===== config.mk =====
export PLATFORM = sky130hd
export DESIGN_NAME = present_ti_unmask_check
export DESIGN_NICKNAME = d
export VERILOG_FILES = /design/src/rtl/present_ti_unmask_check_pkg.sv /design/src/rtl/present_ti_unmask_check_ti_recombine.sv /design/src/rtl/present_ti_unmask_check.sv
export SDC_FILE = /design/constraint.sdc
export NUM_CORES = 1
export LEC_CHECK = 0
export ABC_CLOCK_PERIOD_IN_PS = 2310
export BUFFER_PORTS_ARGS = -buffer_cell sky130_fd_sc_hd__buf_2
export CAP_MARGIN = 0
export CORE_ASPECT_RATIO = 2
export CORE_MARGIN = 2
export CORE_UTILIZATION = 36
export CTS_CLUSTER_SIZE = 24
export DETAILED_ROUTE_END_ITERATION = 8
export PLACE_DENSITY_LB_ADDON = 0.12
export SYNTH_ARGS = -nofsm -noshare
export SYNTH_HDL_FRONTEND = slang
export SYNTH_SLANG_ARGS = --single-unit

===== constraint.sdc =====
create_clock -name clk -period 2.31 [get_ports clk]
set_input_delay 0.3465 -clock clk [delete_from_list [all_inputs] [get_ports clk]]
set_output_delay 0.3465 -clock clk [all_outputs]
set_load 0.005 [all_outputs]

===== src/rtl/present_ti_unmask_check_pkg.sv =====
// Shared share-packing constants and the recombine helper for the TI unmask checker.
// A nibble is carried as NSHARES Boolean shares; share i sits in bits [i*NIBBLE +: NIBBLE].
package present_ti_unmask_check_pkg;

  localparam int NSHARES = 3;
  localparam int NIBBLE  = 4;
  localparam int SHARE_W = NSHARES * NIBBLE;

  typedef logic [NIBBLE-1:0]  nibble_t;
  typedef logic [SHARE_W-1:0] shares_t;

  // XOR of all shares of one nibble; only ever used directly in front of a register.
  function automatic nibble_t recombine(input shares_t s);
    nibble_t acc;
    acc = '0;
    for (int i = 0; i < NSHARES; i++) begin
      acc = acc ^ s[i*NIBBLE +: NIBBLE];
    end
    return acc;
  endfunction

endpackage


===== src/rtl/present_ti_unmask_check_ti_recombine.sv =====
// Recombines the shares of one nibble straight into a register, so the unmasked
// value only ever exists as a flop output.
module ti_recombine
  import present_ti_unmask_check_pkg::*;
(
  input  logic    clk,
  input  logic    rst,
  input  logic    load,
  input  shares_t shares,
  output nibble_t unmasked
);

  nibble_t unmasked_reg;

  always_ff @(posedge clk or posedge rst) begin
    if (rst) begin
      unmasked_reg <= '0;
    end else if (load) begin
      unmasked_reg <= recombine(shares);
    end
  end

  assign unmasked = unmasked_reg;

endmodule


===== src/rtl/present_ti_unmask_check.sv =====
// Two-stage unmask-and-compare pipeline for a duplicated 3-share PRESENT datapath,
// with valid/ready flow control, optional output suppression and fault accounting.
module present_ti_unmask_check
  import present_ti_unmask_check_pkg::*;
#(
  parameter int CNT_W    = 8,
  parameter bit SUPPRESS = 1'b1
) (
  input  logic               clk,
  input  logic               rst,
  input  logic               in_valid,
  output logic               in_ready,
  input  logic [SHARE_W-1:0] share_p,
  input  logic [SHARE_W-1:0] share_r,
  output logic               out_valid,
  input  logic               out_ready,
  output logic [NIBBLE-1:0]  data_out,
  output logic               fault_flag,
  output logic               alarm,
  output logic [CNT_W-1:0]   fault_cnt,
  input  logic               clr_alarm
);

  localparam logic [CNT_W-1:0] CNT_MAX = '1;

  logic             s1_valid_reg;
  logic             out_valid_reg;
  logic             fault_reg;
  nibble_t          data_reg;
  logic             alarm_reg;
  logic [CNT_W-1:0] fault_cnt_reg;

  nibble_t u_p;
  nibble_t u_r;
  logic    s2_open;
  logic    s1_move;
  logic    accept;
  logic    mismatch;
  logic    new_fault;

  // Stage 2 can take a new entry when empty or being drained this cycle.
  assign s2_open   = !out_valid_reg || out_ready;
  assign s1_move   = s1_valid_reg && s2_open;
  assign in_ready  = !s1_valid_reg || s2_open;
  assign accept    = in_valid && in_ready;
  assign mismatch  = (u_p != u_r);
  assign new_fault = s1_move && mismatch;

  ti_recombine u_rec_p (
    .clk      (clk),
    .rst      (rst),
    .load     (accept),
    .shares   (share_p),
    .unmasked (u_p)
  );

  ti_recombine u_rec_r (
    .clk      (clk),
    .rst      (rst),
    .load     (accept),
    .shares   (share_r),
    .unmasked (u_r)
  );

  always_ff @(posedge clk or posedge rst) begin
    if (rst) begin
      s1_valid_reg <= 1'b0;
    end else if (accept) begin
      s1_valid_reg <= 1'b1;
    end else if (s1_move) begin
      s1_valid_reg <= 1'b0;
    end
  end

  // Stage 2 holds while stalled, so a held fault is seen by the counters only once.
  always_ff @(posedge clk or posedge rst) begin
    if (rst) begin
      out_valid_reg <= 1'b0;
      fault_reg     <= 1'b0;
      data_reg      <= '0;
    end else if (s2_open) begin
      out_valid_reg <= s1_valid_reg;
      fault_reg     <= s1_valid_reg && mismatch;
      if (s1_valid_reg) begin
        data_reg <= (SUPPRESS && mismatch) ? nibble_t'(0) : u_p;
      end
    end
  end

  // A fault arriving on the same edge as a clear wins: the count restarts at one.
  always_ff @(posedge clk or posedge rst) begin
    if (rst) begin
      alarm_reg     <= 1'b0;
      fault_cnt_reg <= '0;
    end else if (new_fault) begin
      alarm_reg <= 1'b1;
      if (clr_alarm) begin
        fault_cnt_reg <= CNT_W'(1);
      end else if (fault_cnt_reg != CNT_MAX) begin
        fault_cnt_reg <= fault_cnt_reg + CNT_W'(1);
      end
    end else if (clr_alarm) begin
      alarm_reg     <= 1'b0;
      fault_cnt_reg <= '0;
    end
  end

  assign out_valid  = out_valid_reg;
  assign fault_flag = fault_reg;
  assign data_out   = data_reg;
  assign alarm      = alarm_reg;
  assign fault_cnt  = fault_cnt_reg;

endmodule


-- Yosys cells after proc, flatten, opt, wreduce, memory -nomap -nowiden
Cells that the tools add are included.
Widths: inputs -> output; s select.
- register bits after elaboration: 24
- input port bits: 29
- output and inout port bits: 16
- logic and storage cells: 37
- add/sub/neg operators: 1
- eq/ne operators: 2
- mux-type cells: 9
- bitwise logic cells: 4
- reductions and logical operators: 13
- operator list (operator ; number):
    $mux 8 ; 4
    $xor 4x4->4 ; 4
    $add 8x1->8 const B ; 1
    $ne 8x8->1 const B ; 1
    $reduce_bool 2->1 ; 3
    $logic_and 1x1->1 ; 4
    $mux 1 ; 4
    $mux 4 ; 1
    $ne 4x4->1 ; 1
    $reduce_and 2->1 ; 2
    $logic_not 1->1 ; 2
    $logic_or 1x1->1 ; 2

-- Depth between registers and ports, before layout
- depth after elaboration: 6
- depth in mapped cells: 6
- depth with buffers taken out: 6

-- By module
From an unflattened synthesis, not the netlist that was laid out.
- cell total of the unflattened synthesis: 109
- area, all modules: 1338.8 um^2
- by module, submodules not included (module ; times used ; cells an instance ; area an instance (um^2) ; seq. area each (um^2)):
    present_ti_unmask_check ; 1 ; 83 ; 850.8 ; 400.4
    ti_recombine ; 2 ; 13 ; 244.0 ; 100.1

-- Worst setup path before layout
OpenSTA, ideal clock, no wires.
- path type: flip-flop to flip-flop
- start point: register fault_cnt_reg[0] (netlist: fault_cnt[0])
- end point: register fault_cnt_reg[5] (netlist: fault_cnt[5])
- library setup time: 0.136 ns
- arrival: 1.493 ns
- required time: 2.174 ns
- slack: 0.682 ns
- stages on the path, launching flop included: 7
- buffers on the path: 0
- clock period less this slack: 1.628 ns
- path through: dfrtp_1 > ha_1 > nand3_1 > o211ai_1 > or2_2 > o31ai_1 > a21oi_1
- longest elaborated chain between the ends: 4
- elaborated cells between the ends (all ways): 7
- those cells by class: add/sub (1); eq/ne (1); mux (3); reduce/logical (2)
- ends and longest elaborated chain (item ; line ; text):
    from (decl) ; present_ti_unmask_check.sv:31 ; logic [CNT_W-1:0] fault_cnt_reg;
    from (signal assigned) ; present_ti_unmask_check.sv:100 ; fault_cnt_reg <= fault_cnt_reg + CNT_W'(1);
    $add 8x1->8 ; present_ti_unmask_check.sv:100 ;
    $mux 8 ; present_ti_unmask_check.sv:99 ; end else if (fault_cnt_reg != CNT_MAX) begin
    $mux 8 ; present_ti_unmask_check.sv:97 ; if (clr_alarm) begin
    $mux 8 ; present_ti_unmask_check.sv:95 ; end else if (new_fault) begin
Several ways; a longest one is shown, not always the timed one. The select of a mux whose other input is x is not followed.
A chain may end at the register's enable or synchronous reset.

-- Worst setup path after layout
Ends and elaborated chain as after synthesis.

==> metrics.md <==
| Metric | Value |
|---|---|
| Status | `complete, no violations` |
| Power per cell area | `733.8 nW/um^2` |
| Fin. Hold Viols | `0` |
| Setup crit end kind | `flop` |
| WL/cell | `13.11 microns` |
| H-tree depth | `1` |
| Num Clock Sinks | `24` |
| Synth Instances | `117` |
| Die Span Y | `85.77 microns` |
| Max Cap Violations | `0` |
| Die W | `44.89 microns` |
| Starting Density | `37.70%` |
| Placeable Area | `approximately 3200 sq um` |
| Global-route wire length before repair | `4243 microns` |
| GP Congestion | `0.8521` |
| IO Port Bufs | `44` |
| Worst Clk Skew | `between 0.005 and 0.006 ns` |
| Router iterations before antenna repair | `4` |
| Remaining antenna violation count | `0` |
| Synth Register Bits | `24` |
| Slowest library cell on the worst path | `dfrtp_1` |
| Startpoint types | `flop` |
| Setup crit start | `fault_cnt[0]` |
| R2r startpoint | `fault_cnt[0]` |
| Multi-input logic area | `576.8 sq um` |
| CTS root buf | `clkbuf_8` |
| Post-layout power | `roughly 1.1 mW` |
| Mapped cell area | `approximately 1200 sq um` |
| Final routed DRC violation total | `0` |
| Full die area | `3850 sq um` |
| Crit path max fanout | `5` |
| Final Cell Area | `1534 sq um` |
| Total Neg Setup Slack | `0 ns` |
| GRT Resource Usage Total | `between 15 and 20%` |
| Later-pin clock latency in the skew report | `~0.27 ns` |
| Syn_nets | `147` |
| Avg Synthesized Cell Area | `10.29 sq um` |
| TritonCTS clock tree | `built` |
| Number of flip-flops in the largest register | `8` |
| FMAX | `564.0 MHz` |
| Logic pwr share | `a little over a fifth` |
| CTS Hold Bufs | `0` |
| Int Power | `821.6 uW` |
| TritonCTS buffer count | `3` |
| Layout fillers | `334` |
| Fin crit period | `1.773 ns` |
| Commonest cells after routing, fill and taps aside | `buf_2 (44), dfrtp_1 (24), nand2_1 (13)` |
| Psw | `304.0 uW` |
| I/O pin count | `45` |
| Lkg Pwr | `0.7540 nW` |
| Reg power frac | `a little under half` |
| R2R setup slack | `around 0.54 ns` |
| CP Data Arrival Time | `1.92 ns` |
| Reg2reg end | `fault_cnt[5]` |
| RSZ-0062 raised after global routing | `false` |
| Slowest stage delay, CP | `approximately 0.44 ns` |
| Share of layout cells above drive strength 1 | `31.71%` |
| Routed WL | `approximately 2600 microns` |
| Relative slew slack | `69.59%` |
| CP cell instances | `ha_1, nand3_1, o211ai_1, or2_2, o31ai_1, a21oi_1` |
| WS Path Type | `reg -> reg` |
| Num rows | `29` |
| Cells on worst reg2reg path | `6` |
| Post-CTS sizing | `0` |
| Number of global-route vias before repair | `964` |
| Iteration-0 DRC Markers | `9` |
| Ant diodes | `0` |
| DP Wirelength | `2111 microns` |
| Seq/Total Area, Yosys | `49.90%` |
| Largest net degree at the start of global routing | `25` |
| Synth-to-Final Area Change | `27.44%` |
| Vias | `989` |
| Clock share of power | `32.2%` |
| Max-slew violation count | `0` |
| Inst Count DP | `roughly 190` |
| Placed cell areas | `between 1000 and 1500 sq um` |
| Layout Cells excl Fill | `around 200` |
| Final nets | `195` |
| Setup violations, final | `0` |
| Yosys warns | `0` |
| Register area | `600.6 sq um` |
| CTS max path bufs | `2` |
| Final cycle utilization of the critical path | `76.75%` |
| Hold Crit Class | `in -> async` |
| Required time worst endpoint | `2.46 ns` |
| Commonest non-fill, non-tap cell in the layout | `buf_2` |
| Netlist cell types | `28` |
| Clock transition at the registers of the reported paths | `0.08 ns` |
| Worst VDD drop | `0.3801 mV` |
| Via density | `between 5 and 6` |
| GRT overflow | `0` |
| Slew @ Worst Pin | `around 0.45 ns` |
| Initial antenna violation count | `0` |
| Switching Fraction | `27.01%` |
| Post-CTS setup buffer count | `0` |
critical path: cells and delay by family, from the launching register on:
| kind | cells | cell delay (ns) |
|---|---|---|
| flops | 1 | 0.44 |
| simple gates | 2 | 0.48 |
| fa+ha+maj | 1 | 0.25 |
| compound gates | 3 | 0.49 |
stage by stage:
stage | utilization, % | setup WS, ns | hold WS, ns
after CTS | 48.04 | 0.5386 | 0.1184
after detailed placement | 45.81 | 0.5588 | 0.4164
after floorplan | - | 0.6819 | 0.3611
after global placement | 45.81 | 0.6653 | 0.4041
after global routing | 48.04 | 0.3898 | 0.1410
final | 48.04 | 0.5371 | 0.1118
per-layer routing:
layer / vias to the layer above / track usage, % / part of all wire [%]
met2: 32 / 29.25 / 60
met1: 459 / 13.96 / 33
li1: 493 / - / -
met3: 5 / 1.895 / 4.3
met4: 0 / 8.021 / 2.4
met5: - / 0 / 0
power groups by stage:
| stage | registers, mW | logic, mW | clock network, mW |
|---|---|---|---|
| after floorplan | 0.524 | 0.157 | 0 |
| after global placement | 0.526 | 0.242 | 0 |
| final | 0.521 | 0.242 | 0.363 |
| after detailed placement | 0.531 | 0.248 | 0 |
| after CTS | 0.523 | 0.250 | 0.378 |
| after global routing | 0.529 | 0.276 | 0.396 |
final cells by class:
class | count | area share (%)
inverters | 5 | 1.223
repair buffers | 45 | 14.85
clock buffers | 3 | 2.692
well taps | 31 | 2.529
multi-input cells | 86 | 37.60
flip-flops and latches | 24 | 39.15
clock inverters | 1 | 1.958
worst max path at each step:
| stage | cells past startpoint | endpoint |
|---|---|---|
| finish | 6 | fault_cnt[5] |
| global route | 6 | fault_cnt[5] |
| CTS | 6 | fault_cnt[5] |
| detailed placement | 6 | fault_cnt[5] |
| global placement | 6 | fault_cnt[5] |
| floorplan | 6 | fault_cnt[5] |
cell families (layout without fill, tap and decap cells):
logic type | count (synthesis) | count (layout) | share of synthesized area, %
AO/OA/AOI/OAI | 22 | 22 | 11.75
multiplexers | 1 | 1 | 0.8316
AND/OR/NAND/NOR | 39 | 39 | 17.57
flip-flops | 24 | 24 | 49.90
adder cells (fa/ha/maj) | 1 | 1 | 1.039
buffers and inverters | 7 | 54 | 2.183
XOR/XNOR | 23 | 23 | 16.74
cell usage after synthesis (all sizes together):
master / count / share of area [%]
inv: 5 / 1.6
ha: 1 / 1.0
xnor2: 11 / 8.0
and3: 1 / 0.52
nand2: 13 / 4.1
buf: 1 / 0.31
nor3: 2 / 0.83
clkbuf: 1 / 0.31
a21oi: 3 / 1.2
nor4: 1 / 1.8
nand2b: 3 / 1.6
xor2: 12 / 8.7
a22o: 4 / 2.9
or2: 1 / 0.52
o211ai: 2 / 1.2
nor2: 7 / 2.2
o22ai: 1 / 0.52
dfrtp: 24 / 50
o31ai: 1 / 0.62
nand4: 1 / 0.52
nand3b: 2 / 1.2
a21o: 3 / 1.9
nor3b: 1 / 1.0
mux2i: 1 / 0.83
nand3: 5 / 2.1
nor2b: 1 / 0.52
o21ai: 8 / 3.3
nor4b: 1 / 0.73
Note: power is estimated with default switching activity, not from simulation.
